<file path="config.mk">
export PLATFORM = sky130hd
export DESIGN_NAME = cast_gain_scheduler
export DESIGN_NICKNAME = d
export VERILOG_FILES = /design/src/rtl/cast_gain_scheduler.sv
export SDC_FILE = /design/constraint.sdc
export NUM_CORES = 1
export LEC_CHECK = 0
export CELL_PAD_IN_SITES_DETAIL_PLACEMENT = 1
export CELL_PAD_IN_SITES_GLOBAL_PLACEMENT = 1
export CORE_ASPECT_RATIO = 1.1
export CORE_MARGIN = 10
export CORE_UTILIZATION = 39
export DETAILED_ROUTE_END_ITERATION = 7
export GPL_ROUTABILITY_DRIVEN = 0
export PLACE_DENSITY = 0.81
export RECOVER_POWER = 25
export SYNTH_ARGS = -nofsm -noshare
export SYNTH_HDL_FRONTEND = slang
export SYNTH_SLANG_ARGS = --single-unit
</file>
<file path="constraint.sdc">
create_clock -name clk -period 2.5 [get_ports clk]
set_clock_uncertainty 0.15 [all_clocks]
set_input_delay 0.25 -clock clk [delete_from_list [all_inputs] [get_ports clk]]
set_output_delay 0.25 -clock clk [all_outputs]
set_load 0.03 [all_outputs]
</file>
<file path="src/rtl/cast_gain_scheduler.sv">
// Block-floating-point caster: wide signed samples to narrow output,
// with the shift for each frame chosen from the peak of the previous one.
module cast_gain_scheduler #(
  parameter int IN_W       = 32,
  parameter int OUT_W      = 16,
  parameter int FRAME_LEN  = 1024,
  parameter int SHIFT_W    = 5,
  parameter int INIT_SHIFT = IN_W - OUT_W
) (
  input  logic               clk,
  input  logic               rst,
  input  logic               s_valid,
  output logic               s_ready,
  input  logic [IN_W-1:0]    s_data,
  output logic               m_valid,
  input  logic               m_ready,
  output logic [OUT_W-1:0]   m_data,
  output logic               m_last,
  output logic [SHIFT_W-1:0] m_shift,
  output logic               sat_flag,
  input  logic               manual_en,
  input  logic [SHIFT_W-1:0] manual_shift,
  output logic               frame_done
);

  localparam int CNT_W = (FRAME_LEN > 2) ? $clog2(FRAME_LEN) : 1;
  localparam logic [CNT_W-1:0] C_LAST = CNT_W'(FRAME_LEN - 1);
  localparam logic signed [IN_W-1:0] C_MAX =
    IN_W'((64'd1 << (OUT_W - 1)) - 64'd1);
  localparam logic signed [IN_W-1:0] C_MIN = ~C_MAX;
  localparam logic [7:0] C_OUTW8 = 8'(OUT_W);
  localparam logic [7:0] C_MAXS8 = 8'(IN_W - OUT_W);
  localparam logic [SHIFT_W-1:0] C_MAXS = SHIFT_W'(IN_W - OUT_W);

  typedef enum logic {ACC, COMMIT} state_t;

  state_t             r_state;
  state_t             w_state_nxt;
  logic [CNT_W-1:0]   r_cnt;
  logic [IN_W-1:0]    r_peak;
  logic [SHIFT_W-1:0] r_cur_shift;

  logic               r_m_valid;
  logic [OUT_W-1:0]   r_m_data;
  logic               r_m_last;
  logic [SHIFT_W-1:0] r_m_shift;
  logic               r_sat;

  logic               w_s_ready;
  logic               w_commit;
  logic               w_accept;
  logic               w_last;
  logic signed [IN_W-1:0] w_t;
  logic [OUT_W-1:0]   w_cast;
  logic               w_sat;
  logic [IN_W-1:0]    w_mag;
  logic [7:0]         w_needed;
  logic [7:0]         w_auto8;
  logic [SHIFT_W-1:0] w_next_shift;

  assign w_accept = s_valid && w_s_ready;
  assign w_last   = (r_cnt == C_LAST);

  // Arithmetic shift then saturate into OUT_W
  assign w_t = $signed(s_data) >>> r_cur_shift;

  always_comb begin
    w_sat  = 1'b0;
    w_cast = w_t[OUT_W-1:0];
    if (w_t > C_MAX) begin
      w_sat  = 1'b1;
      w_cast = C_MAX[OUT_W-1:0];
    end else if (w_t < C_MIN) begin
      w_sat  = 1'b1;
      w_cast = C_MIN[OUT_W-1:0];
    end
  end

  // Ones'-complement magnitude avoids overflow on the most negative input
  assign w_mag = s_data ^ {IN_W{s_data[IN_W-1]}};

  always_comb begin
    w_needed = 8'd1;
    for (int i = 0; i < IN_W; i++) begin
      if (r_peak[i]) w_needed = 8'(i + 2);
    end
  end

  always_comb begin
    w_auto8 = 8'd0;
    if (w_needed > C_OUTW8) w_auto8 = w_needed - C_OUTW8;
    if (w_auto8 > C_MAXS8) w_auto8 = C_MAXS8;
  end

  always_comb begin
    w_next_shift = SHIFT_W'(w_auto8);
    if (manual_en) begin
      w_next_shift = (manual_shift > C_MAXS) ? C_MAXS : manual_shift;
    end
  end

  always_ff @(posedge clk or posedge rst) begin
    if (rst) r_state <= ACC;
    else     r_state <= w_state_nxt;
  end

  always_comb begin
    w_state_nxt = r_state;
    case (r_state)
      ACC:     if (w_accept && w_last) w_state_nxt = COMMIT;
      COMMIT:  w_state_nxt = ACC;
      default: w_state_nxt = ACC;
    endcase
  end

  always_comb begin
    w_s_ready = 1'b0;
    w_commit  = 1'b0;
    case (r_state)
      ACC:     w_s_ready = !r_m_valid || m_ready;
      COMMIT:  w_commit  = 1'b1;
      default: w_s_ready = 1'b0;
    endcase
  end

  always_ff @(posedge clk or posedge rst) begin
    if (rst) begin
      r_cnt       <= '0;
      r_peak      <= '0;
      r_cur_shift <= SHIFT_W'(INIT_SHIFT);
    end else if (w_commit) begin
      r_cur_shift <= w_next_shift;
      r_peak      <= '0;
    end else if (w_accept) begin
      r_peak <= r_peak | w_mag;
      r_cnt  <= w_last ? '0 : r_cnt + 1'b1;
    end
  end

  always_ff @(posedge clk or posedge rst) begin
    if (rst) begin
      r_m_valid <= 1'b0;
      r_m_data  <= '0;
      r_m_last  <= 1'b0;
      r_m_shift <= '0;
      r_sat     <= 1'b0;
    end else if (w_accept) begin
      r_m_valid <= 1'b1;
      r_m_data  <= w_cast;
      r_m_last  <= w_last;
      r_m_shift <= r_cur_shift;
      r_sat     <= w_sat;
    end else if (m_ready) begin
      r_m_valid <= 1'b0;
    end
  end

  assign s_ready    = w_s_ready;
  assign frame_done = w_commit;
  assign m_valid    = r_m_valid;
  assign m_data     = r_m_data;
  assign m_last     = r_m_last;
  assign m_shift    = r_m_shift;
  assign sat_flag   = r_sat;

endmodule

</file>
---- Word level (Yosys, flattened, before mapping) ----
Cells that the tools add are included.
word-level totals
  input bits .............................. 42
  output and inout port bits .............. 26
  bits in registers ....................... 72
  word-level logic and storage cells ...... 78
operators by class
  shifts and indexed selects .............. 1
  $lt $le $gt $ge ......................... 5
  multiplexer cells ....................... 49
  equal/unequal tests ..................... 1
  reduce and logical (&&, ||, !) cells .... 7
  bitwise operators ....................... 4
  add/sub/neg operators ................... 2
operators with widths
  operator                 count
  $mux W8                  32
  $mux W32                 2
  $gt A32 B16 Y1 const B   1
  $lt A32 B16 Y1 const B   1
  $mux W16                 2
  $or A32 B32 Y32          1
  $sshr A32 B5 Y32         1
  $xor A32 B32 Y32         1
  $gt A8 B5 Y1 const B     2
  $mux W5                  3
  $add A10 B1 Y10 const B  1
  $eq A10 B10 Y1 const B   1
  $mux W10                 1
  $sub A8 B5 Y8 const B    1
  $mux W1                  7
  $gt A5 B5 Y1 const B     1
  $reduce_bool A2 Y1       2
  $logic_and A1 B1 Y1      2
  $mux W2                  1
  $not A1 Y1               2
  $pmux W1 S2              1
  $reduce_and A2 Y1        1
  $logic_not A1 Y1         1
  $logic_or A1 B1 Y1       1

---- Depth between registers and ports, before layout ----
Gate-level depths: netlist (run 1).
  depth after elaboration ................. 37
  depth in mapped cells ................... 12

---- Least setup slack after synthesis (run 1) ----
Ideal clock, no wire load.
  kind .................................... register to register
  start ................................... reg r_state
  end ..................................... reg r_m_data[10] (netlist: m_data[10])
  slack ................................... -0.351 ns
  arrival ................................. 2.568 ns
  cell stages (with the launch flop) ...... 10
  buffers on the path ..................... 2
  period minus slack after synthesis ...... 2.851 ns
  cell sequence ........................... dfrtp_1 clkbuf_1 nor2_1 nand2_1 or4_1 nor4_2 nand4_2 nand2_4 buf_12 a22oi_2
on the way
  word-level cells in the longest chain between the ends .. 2
RTL lines
  item                    RTL line  source
  from (decl)             37        state_t r_state;
  from (signal assigned)  104       else r_state <= w_state_nxt;
  $mux W1                 119       case (r_state)
  via s_ready             13        output logic s_ready,
  $logic_and A1 B1 Y1     61        assign w_accept = s_valid && w_s_ready;
  to (signal assigned)    149       r_m_data <= w_cast;
  to (decl)               44        logic [OUT_W-1:0] r_m_data;
The timed path passes the listed nets, and every way through them passes these cells.
A chain may end at the register's enable or synchronous reset.

---- Worst setup path in the final report (run 1) ----
  start ................................... reg r_cur_shift[2]
  end ..................................... reg r_m_data[9] (netlist: m_data[9])
on the way
  word-level cells in the longest chain between the ends .. 4
  elaborated cells on any way between the ends .. 5
RTL lines
  item                    RTL line  source
  from (decl)             41        logic [SHIFT_W-1:0] r_cur_shift;
  from (signal assigned)  130       r_cur_shift <= SHIFT_W'(INIT_SHIFT);
  from (signal assigned)  132       r_cur_shift <= w_next_shift;
  $sshr A32 B5 Y32 (*)    65        assign w_t = $signed(s_data) >>> r_cur_shift;
  $lt A32 B16 Y1          73        end else if (w_t < C_MIN) begin
  $mux W16                73
  $mux W16 (*)            70        if (w_t > C_MAX) begin
Every way passes the cells marked *; elsewhere a longest branch is shown, timed or not.

==> flow_metrics.py, run 1 <==
metrics = {
    "grt": {
        "pin_count_of_the_biggest_net_entering_global_routing": 72,
        "grt_antenna_before_repair": 0,
        "groute.usage.overall": 0.2056,
        "globalRoute.totalOverflow": 0,
        "grt_first_pass_wirelength_mm": 31.40,
        "number_of_global_route_vias_before_repair": 5739,
    },
    "critical_path": {
        "crit_family": "multiplexers",
        "critical-path-max-stage-delay_ps": 560,
        "worst_setup_path_end_kind": "flip-flop",
        "crit_slowest_cell": "sky130_fd_sc_hd__mux4_1",
        "timing.critical_path.buf_inv": 2,
        "timing.critical_path.fanout_max": 7,
        "crit_path_cell_trace": "buf_4 > mux4_1 > mux2_2 > nand2_1 > o21ai_2 > nor3_2 > nand4_2 > buf_6 > nand2_4 > a22oi_2",
        "timing.setup.critical_path_class": "reg -> reg",
        "cp_data_required_time_ps": 2580,
        "data_arrival_critical_path_ps": 2830,
        "setup.worst_path.start_class": "flip-flop",
    },
    "sta": {
        "timing_worst_slew_pin_value_ps": 1946,
        "slew_headroom": -0.2974,
        "finalHoldViolCount": 0,
        "setup_repair_after_global_routing_missed_its_margin": "yes",
        "min_period_ps": 2754,
        "maxSlewViolCount": 72,
        "finalWorstSetupSlack_ps": -254.5,
        "fmax_mhz": 363.0,
        "final.period_utilization": 1.102,
        "timing.final.setup_violations": 16,
    },
    "clock_network": {
        "clk_latency_ps": 350,
        "cts_hold_buf": 0,
        "path_clk_slew_ps": 60,
        "h-tree-depth": 3,
        "cts_inserted_buffers": 9,
        "tritoncts_clock_tree": "yes",
        "clockRootBuffer": "sky130_fd_sc_hd__clkbuf_16",
        "tritoncts_num_sinks": 71,
        "clock_path_buffers": 2,
    },
    "run_status": {
        "outcome": "finished, violations left",
        "failed_checks": "capacitance limit, slew limit, setup timing",
    },
    "yosys": {
        "synth-main-ff-cell": "sky130_fd_sc_hd__dfrtp_1",
        "avgSynthCellArea_um2": 8.730,
        "syn-num-nets": 660,
        "ys_ff_latch": 71,
        "synth.yosys.seq_area_share": 0.3301,
        "ys_async_sr_fraction": 1.000,
        "post_synthesis_cell_count": 617,
        "synth_area_um2": 5386,
        "synth_cell_types": 70,
        "number_of_synthesis_warnings": 0,
        "synth-edff-count": 0,
    },
    "power_and_ir_drop": {
        "max-vdd-ir-drop_mv": 0.3314,
        "leakagePower_nw": 3.101,
        "power_density_nw_per_um2": 494.1,
    },
    "final_layout": {
        "stdcell_count": 919,
        "utilization_after_layout": 0.5313,
        "most-common-layout-cells": "sky130_fd_sc_hd__nor2_1, sky130_fd_sc_hd__nand2_1, sky130_fd_sc_hd__buf_4",
        "layout.filler_cells": 1572,
        "diodes": 0,
        "final_layout_size_suffix_gt1_frac": 0.2340,
        "layout_commonest_cell": "sky130_fd_sc_hd__nor2_1",
        "final_net_count": 773,
        "areaGrowthSynthToFinish_pct": 31.96,
    },
    "detailed_routing": {
        "route.detailed.vias_per_inst": 5.801,
        "vias": 5331,
        "routed_wire_length_per_instance_um": 21.82,
        "postRouteAntennaNets": 0,
        "drtPass1Iterations": 4,
        "detail_route.iter0.violations": 382,
        "postRouteWirelength_mm": 20.06,
        "detail_route.drc_violations": 0,
    },
    "placed_design": {
        "placedCellCount": 894,
        "place.detailed.hpwl_mm": 13.65,
        "buffers_added_on_ports": 67,
    },
    "hold_path": {
        "worstHoldPathType": "in -> reg",
    },
    "floorplan": {
        "die_h_um": 143.3,
        "initial_core_util": 0.4026,
        "placeableCoreArea_um2": 13380,
        "die-area_um2": 18920,
        "ios": 68,
        "std_cell_rows": 44,
        "chipWidth_um": 132.1,
    },
    "run": {
        "drv.max_cap_violation_count": 1,
    },
}
==> Yosys cell counts, types with 5 or more instances <==
cell / count / share of area
sky130_fd_sc_hd__mux2_2: 16 / 0.033
sky130_fd_sc_hd__a22oi_1: 5 / 0.0070
sky130_fd_sc_hd__buf_1: 6 / 0.0042
sky130_fd_sc_hd__a21oi_1: 70 / 0.065
sky130_fd_sc_hd__a22oi_2: 10 / 0.023
sky130_fd_sc_hd__nand3_1: 11 / 0.010
sky130_fd_sc_hd__mux2i_1: 49 / 0.091
sky130_fd_sc_hd__nor3_1: 7 / 0.0065
sky130_fd_sc_hd__nor2_1: 82 / 0.057
sky130_fd_sc_hd__o211ai_1: 5 / 0.0070
sky130_fd_sc_hd__nand4_1: 6 / 0.0070
sky130_fd_sc_hd__nand2_1: 74 / 0.052
sky130_fd_sc_hd__dfrtp_1: 70 / 0.33
sky130_fd_sc_hd__buf_6: 9 / 0.019
sky130_fd_sc_hd__clkbuf_1: 22 / 0.015
sky130_fd_sc_hd__inv_1: 16 / 0.011
sky130_fd_sc_hd__o21ai_0: 22 / 0.020
sky130_fd_sc_hd__xor2_1: 33 / 0.054
sky130_fd_sc_hd__o31ai_1: 5 / 0.0070
sky130_fd_sc_hd__buf_2: 7 / 0.0065
sky130_fd_sc_hd__mux4_2: 8 / 0.033
==> through the flow <==
step                      instance area [µm²]  setup slack, ps  power [mW]  TNS [ps]  hold WS (ps)
after global placement                   6610           -401.7       2.078     -5911         315.1
after global routing                     7108           -299.5       3.649     -6047         290.7
final                                    7108           -254.5       3.512     -3620         279.5
after floorplan                          5406           -35.02       1.744    -294.7         292.2
after CTS                                7018           -185.2       3.517     -2566         174.0
after detailed placement                 6610           -467.5       2.114     -6878         325.8
==> worst min-delay path, cell delays in order <==
cell	delay, ps
sky130_fd_sc_hd__buf_2	130
sky130_fd_sc_hd__buf_4	190
sky130_fd_sc_hd__nor2_4	90
sky130_fd_sc_hd__o41ai_2	80
==> sequential cells by signal (all words and copies together), names as in the netlist <==
name and count:
r_state 1, m_last 1, r_peak 31, r_cur_shift 5
m_data 16, r_cnt 10, m_valid 1, m_shift 5
sat_flag 1
==> cell families (layout without fill, tap and decap cells) <==
family                   count (synthesis)  count (layout)  share of synthesized area
XOR/XNOR                                37              37                    0.06016
AO/OA/AOI/OAI                          162             162                     0.2002
multiplexers                            78              78                     0.1751
flip-flops                              71              71                     0.3301
buffers and inverters                   64             181                    0.06551
adder cells (fa/ha/maj)                  1               1                   0.002323
AND/OR/NAND/NOR                        204             205                     0.1666
==> layer usage <==
metal  GRT usage  vias up  routed length, µm
met5           0        -                  0
met4      0.1013        0                663
met3     0.03193       51                949
met2      0.3648      205              10490
met1      0.2372     2653               7950
li1            -     2422                  -
==> report_power, final <==
part	internal [mW]	leakage (nW)	switching, mW
Combinational	0.355	2.19	0.463
Clock	0.855	0.155	0.524
Sequential	1.23	0.754	0.0802
==> path summary, 6_finish.rpt <==
kind / from / endpoint / slack [ps] / depth (start not counted)
max: r_cur_shift[2] / m_data[9] / -250 / 10
min reg2reg: m_last / m_last / 320 / 1
min: s_data[31] / sat_flag / 280 / 4
min in group asynchronous: rst / r_peak[4] / 730 / 3
max in group asynchronous: rst / r_cur_shift[0] / 140 / 3
max reg2reg: r_cur_shift[2] / m_data[9] / -250 / 10
==> timing repair <==
item                                   CTS  global route
setup endpoints to repair               16            16
buffers inserted                         4             4
gates cloned                             1             0
endpoints found under the hold margin    0             0
gates resized for setup                 12            18
pin swaps                                3             5
==> area by class of cell <==
class / instances / area, µm² / area share
flip-flops and latches: 71 / 1782 / 0.2507
inverters: 17 / 63.81 / 0.008977
clock buffers: 12 / 266.5 / 0.03749
repair buffers: 148 / 1324 / 0.1862
multi-input cells: 483 / 3391 / 0.4770
clock inverters: 4 / 51.30 / 0.007217
well taps: 184 / 230.2 / 0.03239
Power figures use the tool's default switching activity.
==> run 2, diff against run 1 <==
CAP_MARGIN = 20   (was default)
==> results of run 2 <==
Final layout, timing and power as in run 1 (identical DEF).
